`src/rtl/vram_sched_pkg.sv`:
```
// Shared types and constants for the VRAM write-port scheduler.
// Latency: n/a (package only).
// Backpressure: n/a (package only).
package vram_sched_pkg;

    // WAIT is only reachable when frame-synchronised clearing is built in.
    typedef enum logic [1:0] {
        IDLE  = 2'd0,
        WAIT  = 2'd1,
        CLEAR = 2'd2,
        DONE  = 2'd3
    } state_e;

    localparam int HDISP     = 256;
    localparam int VDISP     = 240;
    localparam int PPU_DELAY = 3;

    // Frame-buffer address is row-major: {y, x}.
    function automatic logic [15:0] pack_addr(input logic [7:0] y, input logic [7:0] x);
        return {y, x};
    endfunction

endpackage

```
`src/rtl/vram_clear_engine.sv`:
```
// Clear-screen address/colour generator: walks x then y over the visible frame.
// Latency: addr/data/last are combinational from the counters; start/advance act next cycle.
// Backpressure: advances only when the owner asserts advance; otherwise holds position.
// Ports: clk/reset; start (zero counters, latch color); advance (step one pixel);
//        addr/data (current clear write); last (current write is the final pixel).
module vram_clear_engine #(
    parameter int DATA_WIDTH = 8,
    parameter int HDISP      = 256,
    parameter int VDISP      = 240
) (
    input  logic                  clk,
    input  logic                  reset,
    input  logic                  start,
    input  logic [DATA_WIDTH-1:0] color,
    input  logic                  advance,
    output logic [15:0]           addr,
    output logic [DATA_WIDTH-1:0] data,
    output logic                  last
);
    import vram_sched_pkg::*;

    logic [7:0]            x_q, x_d;
    logic [7:0]            y_q, y_d;
    logic [DATA_WIDTH-1:0] color_q, color_d;
    logic                  x_end;
    logic                  y_end;

    assign x_end = (x_q == 8'(HDISP - 1));
    assign y_end = (y_q == 8'(VDISP - 1));

    assign addr = pack_addr(y_q, x_q);
    assign data = color_q;
    assign last = x_end && y_end;

    always_comb begin
        x_d     = x_q;
        y_d     = y_q;
        color_d = color_q;
        if (start) begin
            x_d     = 8'd0;
            y_d     = 8'd0;
            color_d = color;
        end else if (advance) begin
            if (x_end) begin
                x_d = 8'd0;
                y_d = y_end ? 8'd0 : y_q + 8'd1;
            end else begin
                x_d = x_q + 8'd1;
            end
        end
    end

    always_ff @(posedge clk) begin
        if (reset) begin
            x_q     <= 8'd0;
            y_q     <= 8'd0;
            color_q <= '0;
        end else begin
            x_q     <= x_d;
            y_q     <= y_d;
            color_q <= color_d;
        end
    end

endmodule

```
`src/rtl/vram_write_scheduler.sv`:
```
// Arbitrates the single VRAM write port between PPU pixels, a debug writer and a clear engine.
// Latency: one cycle; a decision in cycle t is on the registered outputs in cycle t+1.
// Backpressure: PPU never stalls (dropped during a clear); debug waits on req/ack; clear runs one write per cycle.
// Ports: clk_ppu/reset; ppu_* pixel stream; dbg_req/addr/data -> dbg_ack;
//        clr_start/clr_color -> clr_busy/clr_done; vram_addr/data/wren to VRAM port A.
// Build option: define VRAM_SCHED_FRAME_SYNC_EN to hold a requested clear until vblank start.
module vram_write_scheduler #(
    parameter int ADDR_WIDTH = 16,
    parameter int DATA_WIDTH = 8,
    parameter int HDISP      = 256,
    parameter int VDISP      = 240,
    parameter int PPU_DELAY  = 3
) (
    input  logic                  clk_ppu,
    input  logic                  reset,
    input  logic [DATA_WIDTH-1:0] ppu_pixel,
    input  logic [8:0]            ppu_hcnt,
    input  logic [8:0]            ppu_vcnt,
    input  logic                  ppu_en,
    input  logic                  dbg_req,
    input  logic [ADDR_WIDTH-1:0] dbg_addr,
    input  logic [DATA_WIDTH-1:0] dbg_data,
    output logic                  dbg_ack,
    input  logic                  clr_start,
    input  logic [DATA_WIDTH-1:0] clr_color,
    output logic                  clr_busy,
    output logic                  clr_done,
    output logic [ADDR_WIDTH-1:0] vram_addr,
    output logic [DATA_WIDTH-1:0] vram_data,
    output logic                  vram_wren
);
    import vram_sched_pkg::*;

    state_e                state_q, state_d;
    logic [ADDR_WIDTH-1:0] vram_addr_q, vram_addr_d;
    logic [DATA_WIDTH-1:0] vram_data_q, vram_data_d;
    logic                  vram_wren_q, vram_wren_d;
    logic                  dbg_ack_q, dbg_ack_d;
    logic                  clr_busy_q, clr_busy_d;
    logic                  clr_done_q, clr_done_d;

    logic [8:0]            lsb;
    logic                  slot_vld;
    logic [ADDR_WIDTH-1:0] slot_addr;
    logic                  arb_en;
    logic                  dbg_blocked;

    logic                  eng_start;
    logic                  eng_advance;
    logic [15:0]           eng_addr;
    logic [DATA_WIDTH-1:0] eng_data;
    logic                  eng_last;

`ifdef VRAM_SCHED_FRAME_SYNC_EN
    logic                  vblank_start;
    assign vblank_start = (ppu_vcnt == 9'(VDISP)) && (ppu_hcnt == 9'd0);
`endif

    // hcnt runs ahead of the pixel it delivers; wrap in 9 bits so the first
    // few counts of a line land far above HDISP and never form a slot.
    assign lsb       = ppu_hcnt - 9'(PPU_DELAY);
    assign slot_vld  = ppu_en && (lsb < 9'(HDISP)) && (ppu_vcnt < 9'(VDISP));
    assign slot_addr = ADDR_WIDTH'(pack_addr(ppu_vcnt[7:0], lsb[7:0]));

    vram_clear_engine #(
        .DATA_WIDTH (DATA_WIDTH),
        .HDISP      (HDISP),
        .VDISP      (VDISP)
    ) u_clear (
        .clk     (clk_ppu),
        .reset   (reset),
        .start   (eng_start),
        .color   (clr_color),
        .advance (eng_advance),
        .addr    (eng_addr),
        .data    (eng_data),
        .last    (eng_last)
    );

    always_comb begin
        state_d     = state_q;
        vram_addr_d = vram_addr_q;
        vram_data_d = vram_data_q;
        vram_wren_d = 1'b0;
        dbg_ack_d   = 1'b0;
        clr_busy_d  = 1'b0;
        clr_done_d  = 1'b0;
        eng_start   = 1'b0;
        eng_advance = 1'b0;
        arb_en      = 1'b0;
        dbg_blocked = 1'b0;

        case (state_q)
            IDLE: begin
                arb_en = 1'b1;
                if (clr_start) begin
                    // A clear request wins over a coincident debug request,
                    // but the PPU pixel of this cycle is still written.
                    eng_start   = 1'b1;
                    clr_busy_d  = 1'b1;
                    dbg_blocked = 1'b1;
`ifdef VRAM_SCHED_FRAME_SYNC_EN
                    state_d     = WAIT;
`else
                    state_d     = CLEAR;
`endif
                end
            end
`ifdef VRAM_SCHED_FRAME_SYNC_EN
            WAIT: begin
                arb_en     = 1'b1;
                clr_busy_d = 1'b1;
                if (vblank_start) begin
                    state_d = CLEAR;
                end
            end
`endif
            CLEAR: begin
                vram_wren_d = 1'b1;
                vram_addr_d = ADDR_WIDTH'(eng_addr);
                vram_data_d = eng_data;
                eng_advance = 1'b1;
                clr_busy_d  = 1'b1;
                if (eng_last) begin
                    state_d = DONE;
                end
            end
            DONE: begin
                arb_en     = 1'b1;
                clr_done_d = 1'b1;
                state_d    = IDLE;
            end
            default: begin
                state_d = IDLE;
            end
        endcase

        if (arb_en) begin
            if (slot_vld) begin
                vram_wren_d = 1'b1;
                vram_addr_d = slot_addr;
                vram_data_d = ppu_pixel;
            // Masking with the registered ack stops a second write while the
            // requester is still dropping req after seeing the ack.
            end else if (dbg_req && !dbg_ack_q && !dbg_blocked) begin
                vram_wren_d = 1'b1;
                vram_addr_d = dbg_addr;
                vram_data_d = dbg_data;
                dbg_ack_d   = 1'b1;
            end
        end
    end

    always_ff @(posedge clk_ppu) begin
        if (reset) begin
            state_q     <= IDLE;
            vram_addr_q <= '0;
            vram_data_q <= '0;
            vram_wren_q <= 1'b0;
            dbg_ack_q   <= 1'b0;
            clr_busy_q  <= 1'b0;
            clr_done_q  <= 1'b0;
        end else begin
            state_q     <= state_d;
            vram_addr_q <= vram_addr_d;
            vram_data_q <= vram_data_d;
            vram_wren_q <= vram_wren_d;
            dbg_ack_q   <= dbg_ack_d;
            clr_busy_q  <= clr_busy_d;
            clr_done_q  <= clr_done_d;
        end
    end

    assign vram_addr = vram_addr_q;
    assign vram_data = vram_data_q;
    assign vram_wren = vram_wren_q;
    assign dbg_ack   = dbg_ack_q;
    assign clr_busy  = clr_busy_q;
    assign clr_done  = clr_done_q;

endmodule

```
`config.mk`:
```
export PLATFORM = sky130hd
export DESIGN_NAME = vram_write_scheduler
export DESIGN_NICKNAME = d
export VERILOG_FILES = /design/src/rtl/vram_sched_pkg.sv /design/src/rtl/vram_clear_engine.sv /design/src/rtl/vram_write_scheduler.sv
export SDC_FILE = /design/constraint.sdc
export NUM_CORES = 1
export LEC_CHECK = 0
export CELL_PAD_IN_SITES_DETAIL_PLACEMENT = 1
export CELL_PAD_IN_SITES_GLOBAL_PLACEMENT = 2
export CORE_ASPECT_RATIO = 2
export CORE_MARGIN = 2
export CORE_UTILIZATION = 25
export DETAILED_ROUTE_END_ITERATION = 16
export PLACE_DENSITY_LB_ADDON = 0.1
export SETUP_SLACK_MARGIN = 0.2
export SYNTH_ARGS = -nofsm -noshare
export SYNTH_HDL_FRONTEND = slang
export SYNTH_SLANG_ARGS = --single-unit
```
`constraint.sdc`:
```
create_clock -name clk_ppu -period 1.9 [get_ports clk_ppu]
set_input_delay 0.285 -clock clk_ppu [delete_from_list [all_inputs] [get_ports clk_ppu]]
set_output_delay 0.285 -clock clk_ppu [all_outputs]
set_load 0.01 [all_outputs]
```
# Yosys cells after proc, flatten, opt, wreduce, memory -nomap -nowiden

Cells that the tools add are included.

Input port bits: 63
Register bits: 54

Reductions and logical operators: 13
Bitwise logic cells: 1
Mux-type cells: 23
Add/sub/neg operators: 3
Magnitude comparators: 2
Equal/unequal tests: 6

Operator list:

| kind                                                                         | count |
|---|---|
| 16-bit two-way mux                                                           | 4 |
| 8-bit two-way mux                                                            | 6 |
| 8-bit by 1-bit adder with 8-bit output, second input constant                | 2 |
| 8-bit equality test, second input constant                                   | 2 |
| 9-bit by 8-bit less-than comparator with 1-bit output, second input constant | 1 |
| 9-bit less-than comparator, second input constant                            | 1 |
| 1-bit two-way mux                                                            | 9 |
| 9-bit by 2-bit subtractor with 9-bit output, second input constant           | 1 |
| 1-bit logical AND                                                            | 5 |
| 2-bit equality test, second input constant                                   | 2 |
| 2-bit two-way mux                                                            | 2 |
| 2-bit inequality test, second input constant                                 | 2 |
| 2-bit case mux with 2 select lines                                           | 1 |
| 2-bit AND reduction                                                          | 2 |
| 2-bit OR reduction                                                           | 2 |
| 3-bit OR reduction                                                           | 1 |
| 1-bit zero test                                                              | 2 |
| 2-bit zero test                                                              | 1 |
| 1-bit case mux with 2 select lines                                           | 1 |
| 1-bit NOT                                                                    | 1 |

# Logic depth before layout (Yosys ltp)

Gate-level depths: netlist of the first run.

Depth in word-level cells: 7
Mapped depth: 9
Depth with buffers taken out: 7

# Modules after synthesis

From an unflattened synthesis of the first run, not the netlist that was laid out.

Cells, all modules: 325
Area, all modules: 2931.6 µm²

By module, submodules not included:

| module               | sequential area each (µm²) | area an instance (µm²) | cells an instance | times used |
|---|---|---|---|---|
| vram_write_scheduler | 600.6                      | 1880.6                 | 210               | 1 |
| vram_clear_engine    | 480.5                      | 1051.0                 | 115               | 1 |

# Least setup slack after synthesis of the first run

Ideal clock, no wire load.

Kind: register to register
Start: register state_q[0]
End: register vram_addr_q[2] (netlist: vram_addr[2])
Setup time: 74 ps
Period minus slack after synthesis: 1915 ps
Data arrival time: 1840 ps
Setup slack: -15 ps
Stages on the path, launching flop included: 10
Data required time: 1826 ps
Path through: dfxtp_1 inv_1 ha_1 and2_1 clkbuf_1 nor3b_1 clkbuf_1 nand4_1 a21boi_0 o22ai_2

Word-level cells in the longest chain between the ends: 7
Elaborated cells between the ends (all ways): 12
Classes of those cells: eq/ne: 2; mux: 6; reduce/logical: 4

Ends and longest elaborated chain:

| item                   | RTL line                    | text |
|---|---|---|
| from (decl)            | vram_write_scheduler.sv:34  | `state_e state_q, state_d;` |
| from (signal assigned) | vram_write_scheduler.sv:164 | `state_q <= state_d;` |
| 2-bit zero test        | vram_write_scheduler.sv:93  | `case (state_q)` |
| 1-bit two-way mux      | vram_write_scheduler.sv:93  |  |
| 1-bit zero test        | vram_write_scheduler.sv:145 | `end else if (dbg_req && !dbg_ack_q && !dbg_blocked) begin` |
| 1-bit logical AND      | vram_write_scheduler.sv:145 |  |
| 16-bit two-way mux     | vram_write_scheduler.sv:145 |  |
| 16-bit two-way mux     | vram_write_scheduler.sv:139 | `if (slot_vld) begin` |
| 16-bit two-way mux (*) | vram_write_scheduler.sv:138 | `if (arb_en) begin` |
| to (signal assigned)   | vram_write_scheduler.sv:165 | `vram_addr_q <= vram_addr_d;` |
| to (decl)              | vram_write_scheduler.sv:35  | `logic [ADDR_WIDTH-1:0] vram_addr_q, vram_addr_d;` |

Every way passes the cells marked *; elsewhere a longest branch is shown, timed or not.
A chain may end at the register's enable or synchronous reset.

# Worst setup path after layout of the first run

Start: register state_q[0]
End: register vram_addr_q[4] (netlist: vram_addr[4])

The elaborated chain is that of the path after synthesis.

==> results.md, run 1 <==
* Crit path DAT at 1940 ps
* Starting Density at 25.51%
* Flops & latches, synth at 54
* Clock sink total at 54
* Final WL at 11.31 mm
* Met2 usage at 35.99%
* DR pass1 iterations at 4
* Share of cells above drive strength 1 at 28.38%
* Global-route wire length before repair at 16.93 mm
* Post-Synth XOR/XNOR Area at 5.476%
* Total power at 3.332 mW
* Die height at 155.8 µm
* Post-cts hold buffer count at 0
* Die W at 79.88 µm
* Clock period minus worst slack at 1711 ps
* Floorplan row count at 55
* Worst skew pair latency at 300 ps
* Post-synthesis compound-gate area fraction at 18.69%
* Top Usage Layer GRT: met2
* Peak Freq at 584.5 MHz
* Most area-consuming cells after synthesis: dfxtp_1, mux2i_1, nand4_1
* Nets at 512
* Distinct cells, synth at 49
* Max Clock Skew at 3.988 ps
* Core Footprint at 0.01129 mm²
* Worst hold path type: input port to register
* Dominant synthesized flop cell: dfxtp_1
* Worst-margin pin slew at 340.1 ps
* Status: complete, no violations
* Syn nets at 374
* Max VDD drop at 0.0004882 V
* Adder-Cell Fraction of Synth Area at 2.608%
* P per Cell Area at 710.4 mW/mm²
* # setup viols final at 0
* Met3 GRT Util at 2.431%
* Final design area excluding fillers at 0.004691 mm²
* Req. time, crit path at 2120 ps
* Largest family of logic cells by synthesized area: simple AND/OR/NAND/NOR gates
* Synth top cells by count: dfxtp_1, nand2_1, mux2i_1
* Gpl congestion at 0.7946
* DP HPWL at 8.162 mm
* Simple-gate share of the synthesized area at 20.82%
* Fin util at 41.56%
* RSZ-0062 raised after global routing: true
* Synth Warn # at 0
* CP max FO at 7
* Period utilisation layout at 90.05%
* DP Area at 0.004179 mm²
* Leakage power at 1.786 nW
* ANT nets after route at 0
* Grt total ovfl at 0
* Most common cell in the netlist: dfxtp_1
* Global Route Usage Sum at 17.98%
* Vias per inst at 4.920
* Diode count at 0
* CP Capture Type: register
* Clock transition at the registers of the reported paths at 70 ps
* Multiplexer share of the synthesized area at 10.21%
* Iter 0 DRT Violations at 92
* Async S/R FF share, synth at 0%
* Relative slew margins at 77.12%
* Sequential fraction of the synthesis area at 37.55%
* Post-synth EDFFs at 0
* Slew Viols, Final at 0
* Cell area after synthesis at 0.002879 mm²
* Avg Cell Area, Syn at 9.439 µm²
* Max-Cap Viols at 0
* Crit Path Class: register to register
* Largest net degree at the start of global routing at 36
* TritonCTS clock tree: done
* Met1 Use GR at 17.84%
* FILL cells at 1325
* I/O Buffers at 90
* Hold Violations, Final at 0
* Initial antenna violation count at 0
* Yosys top cell by area: dfxtp_1
* Via count at 2883
* Residual DRC at 0
* H-tree levels at 2
* Crit start category: register
* Reg2reg setup slack at 190 ps
* CTS Buffer Depth at 2
* Root Buffer: clkbuf_16
* Share of the synthesized area in the top cell type at 37.55%
* Routed length per instance at 19.30 µm
* TritonCTS Buffers at 5
* Die area at 0.01244 mm²
* Syn Inst Count at 305
* Vias in the first global route at 3223
* Layout area overhead at 62.93%
* Ports at 91
cell usage in the layout (no fill, tap or decap), types with 5 or more instances in the layout:
| cell type | netlist | routed |
|---|---|---|
| dfxtp_1 | 54 | 49 |
| nand2_1 | 27 | 24 |
| a21boi_0 | 16 | 8 |
| buf_6 | 2 | 7 |
| buf_4 | 1 | 48 |
| o22ai_1 | 10 | 10 |
| a21boi_1 | 1 | 5 |
| xnor2_1 | 6 | 5 |
| nand4_1 | 24 | 24 |
| clkdlybuf4s50_1 | 0 | 75 |
| clkdlybuf4s15_1 | 0 | 5 |
| nor2_1 | 20 | 20 |
| o22ai_2 | 11 | 11 |
| clkbuf_16 | 0 | 6 |
| xor2_1 | 12 | 12 |
| a211oi_1 | 6 | 5 |
| mux2i_1 | 26 | 26 |
| nor2b_1 | 5 | 5 |
| a21oi_1 | 15 | 15 |
through the flow:
step / setup TNS, ps / worst slack (ps) / hold WS (ps) / cells
floorplan: 0 / 149.7 / 421.0 / 305
global placement: -10400 / -469.0 / 442.6 / 555
detailed placement: -11890 / -529.2 / 450.9 / 555
CTS: 0 / 169.9 / 461.4 / 575
global route: 0 / 107.2 / 477.1 / 586
finish: 0 / 189.1 / 437.5 / 586
cell type report:
| type | count | area [µm²] | area share (%) |
|---|---|---|---|
| Clock buffer | 7 | 152.6 | 3.254 |
| Inverter | 4 | 17.52 | 0.3734 |
| Tap cell | 142 | 177.7 | 3.788 |
| Multi-Input combinational cell | 227 | 1814 | 38.68 |
| Timing Repair Buffer | 151 | 1428 | 30.43 |
| Sequential cell | 54 | 1092 | 23.29 |
| Clock inverter | 1 | 8.758 | 0.1867 |
state kept, by name (all words and copies together), names as in the netlist:
register,cells
clr_done,1
vram_wren,1
u_clear.x_q,8
u_clear.data,8
state_q,2
vram_data,8
u_clear.y_q,8
dbg_ack,1
vram_addr,16
clr_busy,1
worst max-delay path, cell delays in order, from the launching register on:
cell     delay (ps)
dfxtp_2         370
inv_4            50
ha_4            160
and2_4          140
nor3b_4         240
buf_6           190
nand2_4          50
mux2_4          270
o22ai_2         160
worst paths after layout:
check	start	end	cells after the start
worst max-delay path	state_q[0]$_SDFFE_PP0P_	vram_addr[4]$_SDFF_PP0_	8
worst min-delay path	ppu_vcnt[6]	vram_addr[14]$_SDFF_PP0_	4
worst min register to register	u_clear.data[6]$_SDFFE_PP0N_	u_clear.data[6]$_SDFFE_PP0N_	2
worst max register to register	state_q[0]$_SDFFE_PP0P_	vram_addr[4]$_SDFF_PP0_	8
report_power, final:
part | switching, mW | internal (mW)
Sequential | 0.0519 | 1.22
Combinational | 0.478 | 0.577
Clock | 0.444 | 0.565
routing by layer:
| layer | up-vias | share of wire (%) |
|---|---|---|
| li1 | 1394 | - |
| met1 | 1391 | 34 |
| met2 | 79 | 60 |
| met3 | 19 | 3.3 |
| met4 | 0 | 3.0 |
| met5 | - | 0 |
cell families after synthesis:
kind of cell	Yosys count
AO/OA/AOI/OAI	68
XOR/XNOR	18
adder cells (fa/ha/maj)	6
buffers and inverters	25
flip-flops	54
multiplexers	29
AND/OR/NAND/NOR	105
timing repair:
| action | in CTS | in global routing |
|---|---|---|
| buffers inserted | 9 | 9 |
| cloned | 3 | 2 |
| pin swaps | 12 | 20 |
| resized for setup | 52 | 39 |
| setup endpoints to repair | 33 | 34 |
(Power assumes the default switching activity.)
==> run 2, diff against run 1 <==
--- a/config.mk
+++ b/config.mk
@@ -8,8 +8,7 @@
 export CELL_PAD_IN_SITES_DETAIL_PLACEMENT = 1
 export CELL_PAD_IN_SITES_GLOBAL_PLACEMENT = 2
 export CORE_ASPECT_RATIO = 2
-export CORE_MARGIN = 2
-export CORE_UTILIZATION = 25
+export CORE_UTILIZATION = 27
 export DETAILED_ROUTE_END_ITERATION = 16
 export PLACE_DENSITY_LB_ADDON = 0.1
 export SETUP_SLACK_MARGIN = 0.2
==> constraint.sdc (replaced) <==
create_clock -name clk_ppu -period 1.63 [get_ports clk_ppu]
set_input_delay 0.2445 -clock clk_ppu [delete_from_list [all_inputs] [get_ports clk_ppu]]
set_output_delay 0.2445 -clock clk_ppu [all_outputs]
set_load 0.01 [all_outputs]
==> run 2 against run 1 <==
Against the previous run:
- first-iteration DRC count is 1.1% higher
- global-route usage is 2.9 points higher
- design area is 5.1% higher
- critical path type unchanged
- the run now ends with setup timing left
- via count is 2.4% higher
- sequential share of layout area is 1.1 points lower
- clock-buffer cell count is 1 lower
- total power is 14% higher
- critical endpoint unchanged
- sequential power is 16% higher
- non-clock buffer count is 16 higher
- worst setup slack worse by 220 ps
- flip-flop and latch count stayed put
- register-to-register slack worse by 220 ps
- highest routed layer unchanged
==> results.md, run 2 (synthesized netlist as in run 1, its figures left out) <==
* Status: finished with violations
* Failing checks: setup timing
* Residual DRC at 0 (unchanged)
* Critical path's slowest cell: dfxtp_2
* Iter 0 DRT Violations at 93 (+1.1%)
* Root Buffer: clkbuf_16
* TritonCTS Buffers at 5 (unchanged)
* Largest net degree at the start of global routing at 16 (-56%)
* Final design area excluding fillers at 0.004930 mm² (+5.1%)
* Vias per inst at 4.951 (+0.64%)
* Worst skew pair latency at 300 ps (about the same)
* Internal Pwr Total at 2.672 mW (+13%)
* DR pass1 iterations at 6 (+2)
* # setup viols final at 18 (+18)
* Final std cells w/o fill at 596 (+1.7%)
* Peak Freq at 600.8 MHz (+2.8%)
* Max VDD drop at 0.0004298 V (-12%)
* Total net switching power at 1.117 mW (+15%)
* Max-Cap Viols at 0 (unchanged)
* Hold Crit Start: ppu_vcnt[6]
* Combinational Power Share at 33.4% (+1.7 points)
* ANT nets after route at 0 (unchanged)
* Crit Path Class: register to register
* DP HPWL at 8.161 mm (about the same)
* Vias in the first global route at 3236 (+0.40%)
* Max reg flops at 16 (unchanged)
* Placed Cells at 559 (+0.72%)
* Clock period minus worst slack at 1664 ps (-46.54 ps)
* Diode count at 0 (unchanged)
* Most frequent cells in the layout: buf_4, clkdlybuf4s50_1, dfxtp_1
* Clock sink total at 54 (unchanged)
* Switching Share at 29.49% (+0.24 points)
* Crit path DAT at 1890 ps (-50 ps)
* Nets at 528 (+3.1%)
* FF-to-FF Start: state_q[0]$_SDFFE_PP0P_
* Leakage power at 2.131 nW (+19%)
* TritonCTS clock tree: done
* Hold Violations, Final at 0 (unchanged)
* Core Footprint at 0.01041 mm² (-7.7%)
* Routed length per instance at 18.47 µm (-4.3%)
* I/O Buffers at 90 (unchanged)
* CTS Buffer Depth at 2 (unchanged)
* Crit path launch: state_q[0]$_SDFFE_PP0P_
* Global Route Usage Sum at 20.88% (+2.9 points)
* Pre-CTS setup slack at -702.5 ps (-173.3 ps)
* Floorplan row count at 53 (-3.6%)
* H-tree levels at 2 (unchanged)
* Crit start category: register
* Gpl congestion at 0.7690 (-3.2%)
* Relative slew margins at 80.03% (+2.9 points)
* Clock power frac at 27.9% (-2.4 points)
* Worst hold path type: input port to register
* Worst-margin pin slew at 296.9 ps (-43.22 ps)
* Ports at 91 (unchanged)
* Clock transition at the registers of the reported paths at 70 ps (about the same)
* Share of cells above drive strength 1 at 36.17% (+7.8 points)
* RSZ-0062 raised after global routing: true
* Period utilisation layout at 102.1% (+12 points)
* Slew Viols, Final at 0 (unchanged)
* Commonest non-fill, non-tap cell in the layout: buf_4
* Sequential fraction of design power at 38.7% (+0.7 points)
* DP Area at 0.004302 mm² (+2.9%)
* Total power at 3.790 mW (+14%)
* Grt total ovfl at 0 (unchanged)
* Die area at 0.01110 mm² (-11%)
* Initial antenna violation count at 0 (unchanged)
* Layout area overhead at 71.23%
* Global-route wire length before repair at 16.85 mm (-0.49%)
* CP peak stage delay at 340 ps (-30 ps)
* Worst-path cell chain: inv_2, ha_4, and2_4, nor3b_4, buf_6, nand2_1, mux2_4, o22ai_2
* Req. time, crit path at 1860 ps (-260 ps)
* Final WL at 11.01 mm (-2.6%)
* CP max FO at 11 (+4)
* CP Capture Type: register
* P per Cell Area at 768.7 mW/mm² (+8.2%)
* Starting Density at 27.65% (+2.1 points)
* Die height at 148.0 µm (-5.0%)
* PnR worst setup slack at -34.38 ps (-223.5 ps)
* Max Clock Skew at 4.461 ps (+0.4730 ps)
* Die W at 75.02 µm (-6.1%)
* FILL cells at 1175 (-11%)
* Via count at 2951 (+2.4%)
-- run 2: cell types whose count changed in the layout (fill, tap and decap cells not counted), sizes merged --
cell           change
nand2              -1
dlymetal6s2s      +11
clkinvlp           +1
clkbuf             -6
clkdlybuf4s50     -25
clkinv             -1
dlygate4sd2       +12
buf               +27
clkdlybuf4s15      -4
and3               +1
-- run 2: metal layers --
layer,GRT usage (%),up-vias,wire length [µm]
met5,0,-,0
li1,-,1425,-
met2,43.38,65,6873
met3,2.386,12,250
met4,6.321,0,228
met1,19.52,1449,3656
-- run 2: power groups by stage --
stage          Combinational, mW  Clock [mW]  Sequential [mW]
2_1_floorplan              0.543           0             1.53
3_3_place_gp                1.12           0             1.50
3_5_place_dp                1.13           0             1.50
4_1_cts                     1.24        1.09             1.47
5_1_grt                     1.35        1.16             1.48
6_report                    1.27        1.06             1.47
-- run 2: final cells by class --
class	instances	area, µm²	area share (%)
Multi-Input combinational cell	227	1888	38.30
Timing Repair Buffer	167	1625	32.97
Sequential cell	54	1094	22.18
Tap cell	137	171.4	3.477
Clock buffer	6	128.9	2.614
Inverter	4	15.01	0.3046
Clock inverter	1	7.507	0.1523
-- run 2: repair_timing --
item                       4_1_cts  5_1_grt
buffers inserted                19        9
pin swaps                       18       14
setup endpoints to repair       53       49
resized for setup              131       36
hold buffers                     0        0
gates cloned                     2        0
-- run 2: per-stage QoR --
step | utilization [%] | hold slack [ps] | TNS, ps
floorplan | - | 380.5 | -1457
global placement | 41.32 | 442.8 | -15150
detailed placement | 41.32 | 449.5 | -16550
CTS | 45.63 | 281.1 | -71.74
global route | 47.35 | 293.1 | -1573
finish | 47.35 | 286.1 | -284.6
-- run 2: path summary, 6_finish.rpt --
path              cells after the start  slack (ps)                           end
setup / recovery                      8         -30       vram_addr[4]$_SDFF_PP0_
hold / removal                        3         290      vram_addr[14]$_SDFF_PP0_
setup reg to reg                      8         -30       vram_addr[4]$_SDFF_PP0_
hold reg to reg                       2         460  u_clear.data[3]$_SDFFE_PP0N_
-- run 2: worst max-delay path, delay by kind of cell (launching register included) --
kind | cells | cell delay (ps)
adders and majority gates | 1 | 160
AOI/OAI and AO/OA | 1 | 130
muxes | 1 | 270
DFF | 1 | 340
buffers and inverters | 2 | 240
and+or+nand+nor | 3 | 460
